`src/rtl/ysyx_22040038_pkg.sv`:
```
// Shared types and constants for the ysyx_22040038 writeback path.
package ysyx_22040038_pkg;

  // Default geometry of the writeback path.
  localparam int WB_ADDR_WIDTH = 5;
  localparam int WB_DATA_WIDTH = 64;

  // Arbiter grant encoding.
  typedef logic [1:0] grant_t;
  localparam grant_t GNT_NONE = 2'd0;
  localparam grant_t GNT_ALU  = 2'd1;
  localparam grant_t GNT_LSU  = 2'd2;

  // A completed result on its way to the regfile write port.
  typedef struct packed {
    logic                     valid;
    logic [WB_ADDR_WIDTH-1:0] addr;
    logic [WB_DATA_WIDTH-1:0] data;
  } wb_req_t;

endpackage

```
`src/rtl/ysyx_22040038_wb_ctrl_if.sv`:
```
// Result handshakes from the ALU and LSU into the writeback controller.
// master: the execution units; slave: the writeback controller.
interface ysyx_22040038_wb_ctrl_if #(
  parameter int ADDR_WIDTH = 5,
  parameter int DATA_WIDTH = 64
);
  logic                  alu_valid;
  logic                  alu_ready;
  logic [ADDR_WIDTH-1:0] alu_addr;
  logic [DATA_WIDTH-1:0] alu_data;

  logic                  lsu_valid;
  logic                  lsu_ready;
  logic [ADDR_WIDTH-1:0] lsu_addr;
  logic [DATA_WIDTH-1:0] lsu_data;

  modport master (
    output alu_valid, alu_addr, alu_data,
    output lsu_valid, lsu_addr, lsu_data,
    input  alu_ready, lsu_ready
  );

  modport slave (
    input  alu_valid, alu_addr, alu_data,
    input  lsu_valid, lsu_addr, lsu_data,
    output alu_ready, lsu_ready
  );
endinterface

```
`src/rtl/ysyx_22040038_wb_arb.sv`:
```
// Two-source writeback arbiter. LSU wins by default; an ALU result that has
// lost STALL_LIMIT consecutive cycles takes the next contended cycle.
module ysyx_22040038_wb_arb
  import ysyx_22040038_pkg::*;
#(
  parameter int STALL_LIMIT = 4
) (
  input  logic   clk,
  input  logic   rst_n,
  input  logic   alu_valid,
  input  logic   lsu_valid,
  output logic   alu_ready,
  output logic   lsu_ready,
  output grant_t grant
);

  logic [3:0] stall_q;
  logic       alu_prio;

  assign alu_prio = (stall_q == 4'(STALL_LIMIT));

  // Grant selection: readies depend only on valids and the counter.
  always_comb begin
    // NOTE: every always_comb output gets a default first so no path can infer a latch.
    grant = GNT_NONE;
    if (alu_valid && (!lsu_valid || alu_prio)) grant = GNT_ALU;
    else if (lsu_valid)                        grant = GNT_LSU;
  end

  assign alu_ready = (grant == GNT_ALU);
  assign lsu_ready = (grant == GNT_LSU);

  // Starvation counter: counts ALU-lost cycles, saturates at the limit.
  always_ff @(posedge clk or negedge rst_n) begin
    // NOTE: sequential state uses non-blocking assignments so every flop samples pre-edge values.
    if (!rst_n)                       stall_q <= '0;
    else if (!alu_valid || alu_ready) stall_q <= '0;
    else if (!alu_prio)               stall_q <= stall_q + 4'd1;
  end

endmodule

```
`src/rtl/ysyx_22040038_wb_ctrl.sv`:
```
// Writeback controller: arbitrates ALU/LSU results onto the registered
// regfile write port, keeps a per-register busy scoreboard and answers
// decode-stage hazard queries.
// Optional feature macro: YSYX_22040038_WB_BYPASS_EN forwards the value on
// the write port to decode in the same cycle it is written.
module ysyx_22040038_wb_ctrl
  import ysyx_22040038_pkg::*;
#(
  parameter int ADDR_WIDTH  = WB_ADDR_WIDTH,
  parameter int DATA_WIDTH  = WB_DATA_WIDTH,
  parameter int STALL_LIMIT = 4
) (
  input  logic                  clk,
  input  logic                  rst_n,
  ysyx_22040038_wb_ctrl_if.slave bus,
  input  logic                  issue_valid,
  input  logic [ADDR_WIDTH-1:0] issue_addr,
  output logic                  rf_wen,
  output logic [ADDR_WIDTH-1:0] rf_waddr,
  output logic [DATA_WIDTH-1:0] rf_wdata,
  input  logic [ADDR_WIDTH-1:0] raaddr,
  input  logic [ADDR_WIDTH-1:0] rbaddr,
  output logic                  ra_busy,
  output logic                  rb_busy,
  output logic                  ra_fwd_valid,
  output logic                  rb_fwd_valid,
  output logic [DATA_WIDTH-1:0] ra_fwd_data,
  output logic [DATA_WIDTH-1:0] rb_fwd_data,
  output logic                  err
);

  localparam int NREGS = 1 << ADDR_WIDTH;

  grant_t           grant;
  wb_req_t          req;
  wb_req_t          rf_q;
  logic [NREGS-1:0] busy_q;
  logic [NREGS-1:0] busy_d;
  logic             waw;
  logic             hs_bad;

  ysyx_22040038_wb_arb #(.STALL_LIMIT(STALL_LIMIT)) u_arb (
    .clk       (clk),
    .rst_n     (rst_n),
    .alu_valid (bus.alu_valid),
    .lsu_valid (bus.lsu_valid),
    .alu_ready (bus.alu_ready),
    .lsu_ready (bus.lsu_ready),
    .grant     (grant)
  );

  // Winning result of this cycle's handshake (valid=0 when no handshake).
  always_comb begin
    req = '0;
    unique case (grant)
      GNT_ALU: begin
        req.valid = 1'b1;
        req.addr  = bus.alu_addr;
        req.data  = bus.alu_data;
      end
      GNT_LSU: begin
        req.valid = 1'b1;
        req.addr  = bus.lsu_addr;
        req.data  = bus.lsu_data;
      end
      default: ;
    endcase
  end

  // Output register: x0 writes complete the handshake but never assert wen.
  always_ff @(posedge clk or negedge rst_n) begin
    if (!rst_n) begin
      rf_q <= '0;
    end else begin
      rf_q.valid <= req.valid && (req.addr != '0);
      if (req.valid) begin
        rf_q.addr <= req.addr;
        rf_q.data <= req.data;
      end
    end
  end

  assign rf_wen   = rf_q.valid;
  assign rf_waddr = rf_q.addr;
  assign rf_wdata = rf_q.data;

  // Scoreboard next state: clear on write, then set on issue so set wins.
  always_comb begin
    busy_d = busy_q;
    if (rf_q.valid)                          busy_d[rf_q.addr]  = 1'b0;
    if (issue_valid && (issue_addr != '0))   busy_d[issue_addr] = 1'b1;
    busy_d[0] = 1'b0;
  end

  // Scoreboard register.
  always_ff @(posedge clk or negedge rst_n) begin
    // NOTE: the busy vector is reset as a whole because stale busy bits after reset would stall decode forever.
    if (!rst_n) busy_q <= '0;
    else        busy_q <= busy_d;
  end

  // Protocol violations: WAW issue, or a result for a register nobody issued.
  assign waw    = issue_valid && (issue_addr != '0) && busy_q[issue_addr] &&
                  !(rf_q.valid && (rf_q.addr == issue_addr));
  assign hs_bad = req.valid && (req.addr != '0) && !busy_q[req.addr];

  // Sticky error flag.
  always_ff @(posedge clk or negedge rst_n) begin
    if (!rst_n) err <= 1'b0;
    else        err <= err | waw | hs_bad;
  end

  // Hazard queries, optionally bypassing the value currently being written.
  always_comb begin
    ra_busy      = busy_q[raaddr];
    rb_busy      = busy_q[rbaddr];
    ra_fwd_valid = 1'b0;
    rb_fwd_valid = 1'b0;
    ra_fwd_data  = '0;
    rb_fwd_data  = '0;
`ifdef YSYX_22040038_WB_BYPASS_EN
    if (rf_q.valid && (rf_q.addr == raaddr) && (raaddr != '0)) begin
      ra_busy      = 1'b0;
      ra_fwd_valid = 1'b1;
      ra_fwd_data  = rf_q.data;
    end
    if (rf_q.valid && (rf_q.addr == rbaddr) && (rbaddr != '0)) begin
      rb_busy      = 1'b0;
      rb_fwd_valid = 1'b1;
      rb_fwd_data  = rf_q.data;
    end
`endif
  end

endmodule

```
`src/flat_wrapper.sv`:
```
// flat-port wrapper written by rule: the top's interface ports become plain ports
module ysyx_22040038_wb_ctrl_flat import ysyx_22040038_pkg::*;
#(
  parameter int ADDR_WIDTH  = WB_ADDR_WIDTH,
  parameter int DATA_WIDTH  = WB_DATA_WIDTH,
  parameter int STALL_LIMIT = 4
)
  (clk, rst_n, issue_valid, issue_addr, rf_wen, rf_waddr, rf_wdata, raaddr, rbaddr, ra_busy, rb_busy, ra_fwd_valid, rb_fwd_valid, ra_fwd_data, rb_fwd_data, err, bus_alu_valid, bus_alu_addr, bus_alu_data, bus_lsu_valid, bus_lsu_addr, bus_lsu_data, bus_alu_ready, bus_lsu_ready);
  ysyx_22040038_wb_ctrl_if #(.ADDR_WIDTH(ADDR_WIDTH), .DATA_WIDTH(DATA_WIDTH)) bus_i ();
  input  logic clk;
  input  logic rst_n;
  input  logic issue_valid;
  input  logic [ADDR_WIDTH-1:0] issue_addr;
  output logic rf_wen;
  output logic [ADDR_WIDTH-1:0] rf_waddr;
  output logic [DATA_WIDTH-1:0] rf_wdata;
  input  logic [ADDR_WIDTH-1:0] raaddr;
  input  logic [ADDR_WIDTH-1:0] rbaddr;
  output logic ra_busy;
  output logic rb_busy;
  output logic ra_fwd_valid;
  output logic rb_fwd_valid;
  output logic [DATA_WIDTH-1:0] ra_fwd_data;
  output logic [DATA_WIDTH-1:0] rb_fwd_data;
  output logic err;
  input wire logic [$bits(bus_i.alu_valid)-1:0] bus_alu_valid;
  input wire logic [$bits(bus_i.alu_addr)-1:0] bus_alu_addr;
  input wire logic [$bits(bus_i.alu_data)-1:0] bus_alu_data;
  input wire logic [$bits(bus_i.lsu_valid)-1:0] bus_lsu_valid;
  input wire logic [$bits(bus_i.lsu_addr)-1:0] bus_lsu_addr;
  input wire logic [$bits(bus_i.lsu_data)-1:0] bus_lsu_data;
  output wire logic [$bits(bus_i.alu_ready)-1:0] bus_alu_ready;
  output wire logic [$bits(bus_i.lsu_ready)-1:0] bus_lsu_ready;
  assign bus_i.alu_valid = bus_alu_valid;
  assign bus_i.alu_addr = bus_alu_addr;
  assign bus_i.alu_data = bus_alu_data;
  assign bus_i.lsu_valid = bus_lsu_valid;
  assign bus_i.lsu_addr = bus_lsu_addr;
  assign bus_i.lsu_data = bus_lsu_data;
  assign bus_alu_ready = bus_i.alu_ready;
  assign bus_lsu_ready = bus_i.lsu_ready;
  ysyx_22040038_wb_ctrl #(.ADDR_WIDTH(ADDR_WIDTH), .DATA_WIDTH(DATA_WIDTH), .STALL_LIMIT(STALL_LIMIT)) u_core (.clk(clk), .rst_n(rst_n), .bus(bus_i), .issue_valid(issue_valid), .issue_addr(issue_addr), .rf_wen(rf_wen), .rf_waddr(rf_waddr), .rf_wdata(rf_wdata), .raaddr(raaddr), .rbaddr(rbaddr), .ra_busy(ra_busy), .rb_busy(rb_busy), .ra_fwd_valid(ra_fwd_valid), .rb_fwd_valid(rb_fwd_valid), .ra_fwd_data(ra_fwd_data), .rb_fwd_data(rb_fwd_data), .err(err));
endmodule
```
`config.mk`:
```
export PLATFORM = sky130hd
export DESIGN_NAME = ysyx_22040038_wb_ctrl_flat
export DESIGN_NICKNAME = d
export VERILOG_FILES = /design/src/rtl/ysyx_22040038_pkg.sv /design/src/rtl/ysyx_22040038_wb_ctrl_if.sv /design/src/rtl/ysyx_22040038_wb_arb.sv /design/src/rtl/ysyx_22040038_wb_ctrl.sv /design/src/flat_wrapper.sv
export SDC_FILE = /design/constraint.sdc
export NUM_CORES = 1
export LEC_CHECK = 0
export BUFFER_PORTS_ARGS = -buffer_cell sky130_fd_sc_hd__buf_4
export CAP_MARGIN = 10
export CORE_MARGIN = 4
export CORE_UTILIZATION = 25
export CTS_BUF_LIST = sky130_fd_sc_hd__clkbuf_4 sky130_fd_sc_hd__clkbuf_8
export CTS_CLUSTER_DIAMETER = 150
export DETAILED_ROUTE_END_ITERATION = 16
export RECOVER_POWER = 100
export SYNTH_ARGS = -nofsm -noshare
export SYNTH_HDL_FRONTEND = slang
export SYNTH_SLANG_ARGS = --single-unit
```
`constraint.sdc`:
```
create_clock -name clk -period 4.65 [get_ports clk]
set_input_delay 0.465 -clock clk [delete_from_list [all_inputs] [get_ports clk]]
set_output_delay 0.465 -clock clk [all_outputs]
set_load 0.01 [all_outputs]
```
==> results of run 1 <==
==> worst max-delay path, delay by kind of cell, from the launching register on <==
family	cells	cell delay, ns
AND/OR/NAND/NOR	2	1.56
buffers and inverters	3	0.54
flip-flops	1	0.42
adder cells (fa/ha/maj)	1	0.22
==> power by group <==
part	leakage [nW]	internal [mW]	total (mW)	switching, mW
logic	2.55	0.442	0.881	0.439
registers	1.21	1.08	1.30	0.223
clock network	0.109	0.323	0.663	0.340
total	3.87	1.84	2.85	1.00
==> cell usage in the layout (no fill, tap or decap), types with 15 or more instances in the layout <==
cell type,n
buf_4,160
nor2_1,138
conb_1,130
dfrtp_1,106
clkbuf_1,75
o22ai_1,70
o21ai_0,69
mux2_2,69
nand2_1,23
mux4_2,18
inv_1,15
==> through the flow <==
step | cell area (µm²) | setup slack [ns] | total power [mW] | utilization, %
after global placement | 8980 | 1.56 | 2.23 | 31.0
after CTS | 9210 | 1.37 | 2.93 | 31.7
after global routing | 8910 | 0.593 | 3.03 | 30.7
final | 8910 | 1.05 | 2.85 | 30.7
after detailed placement | 8980 | 1.50 | 2.24 | 31.0
after floorplan | 7930 | 2.23 | 1.88 | -
==> flip-flops by register name, indices dropped and copies added (netlist names) <==
name / cells
u_core.rf_wdata: 64
u_core.busy_q: 31
u_core.rf_waddr: 5
u_core.u_arb.stall_q: 4
u_core.err: 1
u_core.rf_wen: 1
==> worst min path at each step <==
stage | end | slack (ns) | cells past startpoint
4_1_cts | u_core.busy_q[5] | 0.24 | 1
5_1_grt | u_core.rf_wdata[51] | 0.27 | 3
3_3_place_gp | u_core.u_arb.stall_q[0] | 0.47 | 1
6_report | u_core.rf_wdata[51] | 0.30 | 3
2_1_floorplan | u_core.busy_q[10] | 0.17 | 0
3_5_place_dp | u_core.u_arb.stall_q[0] | 0.49 | 1
==> cell type report <==
class / instances / area (µm²) / area share, %
Clock buffer: 11 / 145 / 1.63
Clock inverter: 4 / 76.3 / 0.856
Inverter: 15 / 56.3 / 0.632
Multi-Input combinational cell: 625 / 4010 / 45.0
Sequential cell: 106 / 2650 / 29.8
Tap cell: 384 / 480 / 5.39
Timing Repair Buffer: 237 / 1490 / 16.7
==> cells in the mapped netlist, drive strengths merged (2+ instances only) <==
library cell / number
inv: 15
nor2: 139
or3: 4
ha: 2
mux4: 25
nand3: 14
and4b: 2
o21ai: 71
xor2: 5
dfrtp: 106
a2111oi: 2
nand3b: 11
nor3: 2
nor4: 2
o22ai: 70
mux2i: 4
a21o: 3
nand4: 3
a22oi: 2
a211o: 3
a21boi: 3
xnor2: 2
mux2: 69
nand2: 23
a22o: 2
buf: 155
or3b: 6
a31oi: 2
a211oi: 4
clkbuf: 21
and2: 4
a21oi: 5
==> layer usage <==
metal,wire [µm],track usage (%)
met1,9070,16.7
met2,11700,24.0
met3,2650,4.68
met4,458,4.20
met5,0,0
==> kinds of logic (layout without fill, tap and decap cells) <==
kind of cell	Yosys count	count (layout)	synth area share, %
compound gates	173	173	14.0
xor+xnor	7	7	0.824
fa+ha+maj	2	2	0.336
buf+inv	191	267	17.1
flops	106	106	35.6
mux	98	98	18.9
other cells	1	130	0.0504
simple gates	215	215	13.2
==> qor.txt, run 1 <==
Max-slew violation count: 69
Worst r2r src: u_core.u_arb.stall_q[0]
GRT Util Overall: 14.0%
Hold Crit Start: bus_lsu_data[51]
Synth Register Bits: 106
First-pass GRT wire length: 37.3 mm
Clk sinks: 106
Half-perimeter wire length after placement: 17.8 mm
Die height: 181 µm
Reg-to-reg endpoint: u_core.err
WP data required: 4.18 ns
CP max stage delay: 1.11 ns
Worst Path Class, Setup: register to primary output
Die Wd: 181 µm
Lkg Pwr: 3.87 nW
Crit path max-delay cell type: nand2_1
Clk_skew: 0.0170 ns
Num ports: 363
Reg2Reg Depth: 9
Failing checks: capacitance limit, slew limit
Highest clock rate: 278 MHz
Synth Warn #: 0
Crit Path Max Fanout: 34
Area leader, netlist: dfrtp_1
1st-pass router iterations: 5
Vias in the first global route: 6693
Hold Path Class: input pin to register
Via/cell ratio: 4.71
Worst path arrival time: 3.13 ns
Core Box Area: 0.0290 mm²
Worst-path cell chain: inv_1, ha_1, nand4b_4, nand2_1, inv_1, clkbuf_1
Finished Layout Cells: 1382
TritonCTS Buffers: 9
Unrepaired setup endpoints after global routing: no
Fin. Hold Viols: 0
CTS Root Cell: clkbuf_8
Via Count: 6515
Layout fillers: 3144
Post-layout nets: 1154
Total grt overflow: 0
RePlAce Congestion: 0.904
CTS tree: done
Inst Count DP: 1367
Die area: 0.0326 mm²
Crit path to: bus_lsu_ready
Most frequent CP cell: inv_1
Antenna Cells: 0
Peak supply drop: 0.000159 V
Largest net degree at the start of global routing: 69
Deepest clock path buffer count: 2
Post-synth EDFFs: 0
Post-CTS setup repair buffer count: 0
Final Cycle Share: 77.3%
# hold bufs at CTS: 0
Post-route ant nets: 0
Yosys cell types: 56
Drt drc: 0
FP Rows: 62
Mapped Cells: 793
Synth-to-Final Area Change: 19.8%
Crit start category: register
Clk_lat worst skew: 0.39 ns
R2R setup slack: 1.08 ns
Hold Slack: 0.295 ns
Crit path from: u_core.u_arb.stall_q[0]
Iter 0 DRT Violations: 425
Rel. slew slack: -25.1%
Initial antenna violation count: 0
Power Density: 319 mW/mm²
H-tree levels: 3
Worst Tran Pin Value: 1.88 ns
Drt wl/cell: 17.3 µm
Post-Syn Area: 0.00744 mm²
CTS clk-pin slew, worst paths: 0.12 ns
Sequential share of the synthesized area: 35.6%
Post-CTS sizing: 0
Syn_area_per_cell: 9.39 µm²
Ys async rst share: 100%
Area contributors post-synth: dfrtp_1 (36%), buf_4 (13%), mux2_2 (10%), nor2_1 (7.0%), o22ai_1 (5.9%)
Min Tclk post-route: 3.60 ns
Setup tns final: 0 ns
Top-area cell type share of the netlist area: 35.6%
Initial Utilization: 25.7%
Post-synth top flop: dfrtp_1
WL final: 23.9 mm
Outcome: finished, violations left
CP Capture Type: primary output
Share of layout cells above drive strength 1: 27.7%
Max cap viols: 1
Port buffer count: 232
Final setup viols: 0
No activity file was read; power rests on OpenSTA's default activity.
==> inputs of run 2 (changes only) <==
--- a/config.mk
+++ b/config.mk
@@ -5,6 +5,7 @@
 export SDC_FILE = /design/constraint.sdc
 export NUM_CORES = 1
 export LEC_CHECK = 0
+export ABC_AREA = 1
 export BUFFER_PORTS_ARGS = -buffer_cell sky130_fd_sc_hd__buf_4
 export CAP_MARGIN = 10
 export CORE_MARGIN = 4
==> constraint.sdc (replaced) <==
create_clock -name clk -period 3.17 [get_ports clk]
set_input_delay 0.317 -clock clk [delete_from_list [all_inputs] [get_ports clk]]
set_output_delay 0.317 -clock clk [all_outputs]
set_load 0.01 [all_outputs]
==> qor.txt, run 2 <==
FP Rows: 59 (-4.8%)
Hold Slack: 0.145 ns (-0.150 ns)
Final worst slack: 0.481 ns (-0.572 ns)
Clk sinks: 106 (unchanged)
Crit start category: register
1st-pass router iterations: 5 (unchanged)
Total grt overflow: 0 (unchanged)
Mapped Cells: 851 (+7.3%)
Sequential share of the synthesized area: 40.1% (+4.4 points)
Share of layout cells above drive strength 1: 16.9% (-11 points)
Iter 0 DRT Violations: 472 (+11%)
Mux cell area share after synthesis: 0% (-19 points)
Most numerous cell in the Yosys netlist: nand2_1
Synth Area in Compound Gates: 21.0% (+7.0 points)
Power Density: 492 mW/mm² (+54%)
Most common cell after layout, fill and taps aside: nand2_1
Port buffer count: 232 (unchanged)
Highest clock rate: 372 MHz
Worst slack at placement: 0.824 ns (-0.676 ns)
TritonCTS Buffers: 9 (unchanged)
H-tree levels: 3 (unchanged)
Hold Crit Start: bus_lsu_data[18]
Vias in the first global route: 5996 (-10%)
WP data required: 2.85 ns (-1.33 ns)
Synth Warn #: 0 (unchanged)
Largest net degree at the start of global routing: 70 (+1.4%)
Final Cycle Share: 84.8%
Layout fillers: 2867 (-8.8%)
Antenna Cells: 0 (unchanged)
Area contributors post-synth: dfrtp_1 (40%), buf_4 (15%), nand2_1 (9.9%), o21ai_0 (9.5%), a22oi_1 (7.4%)
First-pass GRT wire length: 35.2 mm (-5.6%)
Worst path arrival time: 2.37 ns (-0.76 ns)
Initial Utilization: 25.4% (-0.25 points)
Deepest clock path buffer count: 2 (unchanged)
Crit Path Max Fanout: 54 (+59%)
RePlAce Congestion: 0.929 (+2.7%)
Peak supply drop: 0.000223 V (+40%)
Drt drc: 0 (unchanged)
Die area: 0.0291 mm² (-11%)
Setup tns final: 0 ns (unchanged)
Synth top cells by count: nand2_1 (175), buf_4 (130), o21ai_0 (126), dfrtp_1 (106), a22oi_1 (65)
Post-synth top flop: dfrtp_1
Post-CTS sizing: 0 (unchanged)
Rel. slew slack: -17.1% (+8.0 points)
Via Count: 6433 (-1.3%)
Post-synthesis adder-cell area fraction: 0.378% (+0.042 points)
Failing checks: capacitance limit, slew limit
Num ports: 363 (unchanged)
Outcome: finished, violations left
WL final: 24.5 mm (+2.8%)
Post-route ant nets: 0 (unchanged)
Simple-Gate Fraction of Synth Area: 17.7% (+4.5 points)
Post-synth EDFFs: 0 (unchanged)
Synth-to-Final Area Change: 22.3%
Clk_skew: 0.0209 ns (+0.00386 ns)
Die Wd: 171 µm (-5.4%)
Most frequent cells in the layout: nand2_1 (178), buf_4 (159), conb_1 (130)
Worst Tran Pin Value: 1.76 ns (-0.120 ns)
Worst Path Class, Setup: register to primary output
Synth Register Bits: 106 (unchanged)
Final setup viols: 0 (unchanged)
Post-CTS setup repair buffer count: 0 (unchanged)
Post-layout nets: 1229 (+6.5%)
Worst r2r src: u_core.u_arb.stall_q[0]
Initial antenna violation count: 1 (+1)
Fin. Hold Viols: 0 (unchanged)
Unrepaired setup endpoints after global routing: no
Top-area cell type share of the netlist area: 40.1% (+4.4 points)
Half-perimeter wire length after placement: 19.7 mm (+10%)
CTS tree: done
Post-layout util: 31.1% (+0.35 points)
Post-Syn Area: 0.00662 mm² (-11%)
Hold Path Class: input pin to register
Post-Synth XOR/XNOR Area: 0.397% (-0.43 points)
CP Capture Type: primary output
Min Tclk post-route: 2.69 ns
Core Box Area: 0.0261 mm² (-10%)
Via/cell ratio: 4.57 (-3.2%)
CTS clk-pin slew, worst paths: 0.11 ns (about the same)
Clk_lat worst skew: 0.38 ns (about the same)
Lkg Pwr: 3.99 nW (+3.2%)
CTS Root Cell: clkbuf_8
Power, Total: 3.98 mW (+40%)
Die height: 171 µm (-5.4%)
Main combinational cell family by area after synthesis: compound AO/OA/AOI/OAI gates
Drt wl/cell: 17.4 µm (+0.79%)
# hold bufs at CTS: 0 (unchanged)
Max cap viols: 1 (unchanged)
Max-slew violation count: 70 (+1.4%)
Syn_area_per_cell: 7.78 µm² (-17%)
GRT Util Overall: 15.9% (+1.9 points)
Crit path from: u_core.u_arb.stall_q[0]
Yosys cell types: 30 (-46%)
Area leader, netlist: dfrtp_1
Ys async rst share: 100% (unchanged)
Max FFs per register: 64 (unchanged)
[run 2: changes by cell type in the layout (fill, tap and decap cells not counted), moves of 18 or more]
cell	previous run	this run
mux4_2	18	0
a21oi_1	5	31
nor2_1	138	14
o21ai_0	69	126
o22ai_1	70	9
mux2_2	69	0
a22oi_1	2	66
inv_1	15	65
nand2_1	23	178
nand3_1	14	64
[run 2: layout make-up]
cell class | count | area (µm²) | share of cell area, %
Multi-Input combinational cell | 649 | 3090 | 38.2
Tap cell | 335 | 419 | 5.18
Clock inverter | 6 | 50.0 | 0.618
Timing Repair Buffer | 238 | 1510 | 18.6
Inverter | 65 | 244 | 3.01
Clock buffer | 10 | 131 | 1.62
Sequential cell | 106 | 2650 | 32.8
[run 2: routing by layer]
| metal | wire length [µm] | share of wire, % | vias up | global-route usage, % |
|---|---|---|---|---|
| met5 | 13 | 0.053 | - | 0 |
| met4 | 769 | 3.1 | 2 | 5.66 |
| met3 | 2040 | 8.3 | 48 | 3.56 |
| met2 | 12400 | 51 | 363 | 28.6 |
| met1 | 9280 | 38 | 2955 | 18.6 |
| li1 | - | - | 3065 | - |
[run 2: path summary, 6_finish.rpt]
path	endpoint	slack [ns]	cells after the start
max in group asynchronous	u_core.rf_wdata[44]	0.99	2
worst min register to register	u_core.rf_wdata[9]	0.49	2
worst max-delay path	bus_lsu_ready	0.48	7
min in group asynchronous	u_core.rf_wdata[23]	0.37	1
worst min-delay path	u_core.rf_wdata[18]	0.15	3
worst max register to register	u_core.err	0.62	15
[run 2: kinds of logic (layout without fill, tap and decap cells)]
group / Yosys count / in the layout
xor gates and xnor gates: 3 / 3
adders and majority gates: 2 / 2
other: 1 / 130
DFF: 106 / 106
AOI/OAI and AO/OA: 238 / 238
buffers and inverters: 225 / 319
and+or+nand+nor: 276 / 276
[run 2: metrics by stage]
step | std cells | cell area [µm²]
2_1_floorplan | 980 | 7100
3_3_place_gp | 1393 | 8220
3_5_place_dp | 1393 | 8220
4_1_cts | 1409 | 8400
5_1_grt | 1409 | 8100
6_report | 1409 | 8100
[run 2: critical path: stages (launching register included)]
cell	delay [ns]
dfrtp_1	0.41
inv_1	0.06
ha_1	0.20
nand3_2	0.08
o21ai_0	0.07
inv_1	0.38
buf_4	0.54
clkbuf_1	0.21
[run 2: report_power, final]
part           internal [mW]  leakage (nW)  total (mW)  switching [mW]
Clock                  0.305        0.0922       0.804           0.499
Sequential              1.60          1.26        1.91           0.311
Combinational          0.441          2.64        1.27           0.828
==> inputs of run 3 (changes only) <==
==> constraint.sdc (replaced) <==
create_clock -name clk -period 2.23 [get_ports clk]
set_input_delay 0.223 -clock clk [delete_from_list [all_inputs] [get_ports clk]]
set_output_delay 0.223 -clock clk [all_outputs]
set_load 0.01 [all_outputs]
==> qor.txt, run 3 (synthesized netlist as in run 2, its figures left out) <==
Outcome: complete, no violations
Core Box Area: 0.0261 mm² (unchanged)
Layout fillers: 2867 (unchanged)
Drt wl/cell: 17.4 µm (-0.28%)
Unrepaired setup endpoints after global routing: no
Highest clock rate: 472 MHz
Hold Path Class: input pin to register
Iter 0 DRT Violations: 408 (-14%)
Port buffer count: 232 (unchanged)
Die height: 171 µm (unchanged)
Worst Tran Pin Value: 1.47 ns (-0.284 ns)
Die area: 0.0291 mm² (unchanged)
Final Cycle Share: 95.0%
FP Rows: 59 (unchanged)
Hold Slack: 0.0393 ns (-0.106 ns)
Synth-to-Final Area Change: 23.4%
Area after DPL: 0.00825 mm² (+0.40%)
WP data required: 2.01 ns (-0.84 ns)
Power Density: 695 mW/mm² (+41%)
Worst Path Class, Setup: register to primary output
Half-perimeter wire length after placement: 19.3 mm (-1.7%)
Total grt overflow: 0 (unchanged)
Final Cell Area: 0.00817 mm² (+0.83%)
Post-route ant nets: 0 (unchanged)
Share of layout cells above drive strength 1: 17.8% (+0.99 points)
Max FFs per register: 64 (unchanged)
Crit path max-delay cell type: dfrtp_1
Fin. Hold Viols: 0 (unchanged)
Most common cell after layout, fill and taps aside: nand2_1
Num ports: 363 (unchanged)
Via/cell ratio: 4.62 (+1.2%)
Min Tclk post-route: 2.12 ns
Peak supply drop: 0.000313 V (+40%)
Max cap viols: 0 (-1)
Final setup viols: 0 (unchanged)
TritonCTS Buffers: 9 (unchanged)
Clk sinks: 106 (unchanged)
CP Capture Type: primary output
Final worst slack: 0.112 ns (-0.370 ns)
Power, Total: 5.68 mW (+43%)
Reg2Reg Depth: 15 (unchanged)
Vias in the first global route: 6113 (+2.0%)
WL final: 24.5 mm (-0.14%)
Crit Path Max Fanout: 65 (+20%)
Drt drc: 0 (unchanged)
CP max stage delay: 0.41 ns (-0.13 ns)
Worst-path cell chain: inv_1, ha_1, nand3_1, o21ai_0, inv_2, buf_12, clkbuf_2
FF/Latch Area: 0.00265 mm² (unchanged)
GRT Util Overall: 16.2% (+0.24 points)
Hold path cells: 3 (unchanged)
Lkg Pwr: 4.03 nW (+0.84%)
Multi-input logic area: 0.00310 mm² (about the same)
Initial antenna violation count: 1 (unchanged)
Largest net degree at the start of global routing: 107 (+53%)
Clk_skew: 0.0173 ns (-0.00358 ns)
Die Wd: 171 µm (unchanged)
Setup tns final: 0 ns (unchanged)
Crit start category: register
Worst slack at placement: 0.282 ns (-0.542 ns)
Post-layout nets: 1231 (+0.16%)
CTS Root Cell: clkbuf_8
Via Count: 6517 (+1.3%)
Antenna Cells: 0 (unchanged)
Worst path arrival time: 1.90 ns (-0.47 ns)
Initial Utilization: 25.4% (unchanged)
CTS tree: done
H-tree levels: 3 (unchanged)
Most frequent cells in the layout: nand2_1 (175), buf_4 (161), conb_1 (130)
Rel. slew slack: 1.83% (+19 points)
RePlAce Congestion: 0.933 (+0.45%)
1st-pass router iterations: 6 (+1)
First-pass GRT wire length: 36.0 mm (+2.2%)
Clk_lat worst skew: 0.39 ns (about the same)
CTS clk-pin slew, worst paths: 0.11 ns (about the same)
Max-slew violation count: 0 (-100%)
Deepest clock path buffer count: 2 (unchanged)
-- run 3: changes by cell type in the layout (fill, tap and decap cells not counted), sizes merged --
cell	previous run	this run
dlygate4sd3	0	1
clkbuf	88	85
buf	160	164
clkinv	3	4
clkinvlp	1	0
-- run 3: path summary, 6_finish.rpt --
kind / end / slack, ns / startpoint
setup / recovery: bus_lsu_ready / 0.11 / u_core.u_arb.stall_q[0]
hold / removal: u_core.rf_wdata[16] / 0.04 / bus_lsu_data[16]
setup reg to reg: u_core.err / 0.26 / u_core.u_arb.stall_q[0]
hold reg to reg: u_core.rf_wdata[16] / 0.49 / u_core.rf_wdata[16]
max in group asynchronous: u_core.busy_q[24] / 0.46 / rst_n
min in group asynchronous: u_core.rf_wdata[17] / 0.84 / rst_n
-- run 3: power breakdown --
group / internal [mW] / total, mW / switching [mW]
sequential: 2.27 / 2.69 / 0.418
clock: 0.447 / 1.18 / 0.738
combinational: 0.640 / 1.80 / 1.16
-- run 3: critical path: cells and delay by family, from the launching register on --
kind,cells,cell delay [ns]
and+or+nand+nor,1,0.11
DFF,1,0.41
adders and majority gates,1,0.19
buffers and inverters,4,0.63
AOI/OAI and AO/OA,1,0.11
-- run 3: timing repair --
item	4_1_cts	5_1_grt
gates resized for setup	0	1
hold endpoints to repair	106	0
buffers inserted	0	0
hold buffers	1	0
endpoints found under the setup margin	0	1
-- run 3: final cells by class --
cell class	count	area share [%]
multi-input cells	649	37.9
clock inverters	6	0.766
well taps	335	5.13
clock buffers	10	1.61
repair buffers	240	19.1
inverters	65	2.99
flip-flops and latches	106	32.5
-- run 3: stage by stage --
| stage | utilization [%] | std cells |
|---|---|---|
| after detailed placement | 31.7 | 1394 |
| after global placement | 31.7 | 1394 |
| after floorplan | - | 980 |
| after global routing | 31.3 | 1411 |
| after CTS | 32.5 | 1411 |
| final | 31.3 | 1411 |
-- run 3: routing by layer --
layer | wire length, µm | up-vias | GRT usage [%]
met4 | 517 | 2 | 4.72
met2 | 12900 | 356 | 29.7
li1 | - | 3069 | -
met5 | 13 | - | 0
met3 | 2110 | 46 | 3.47
met1 | 8950 | 3044 | 18.9
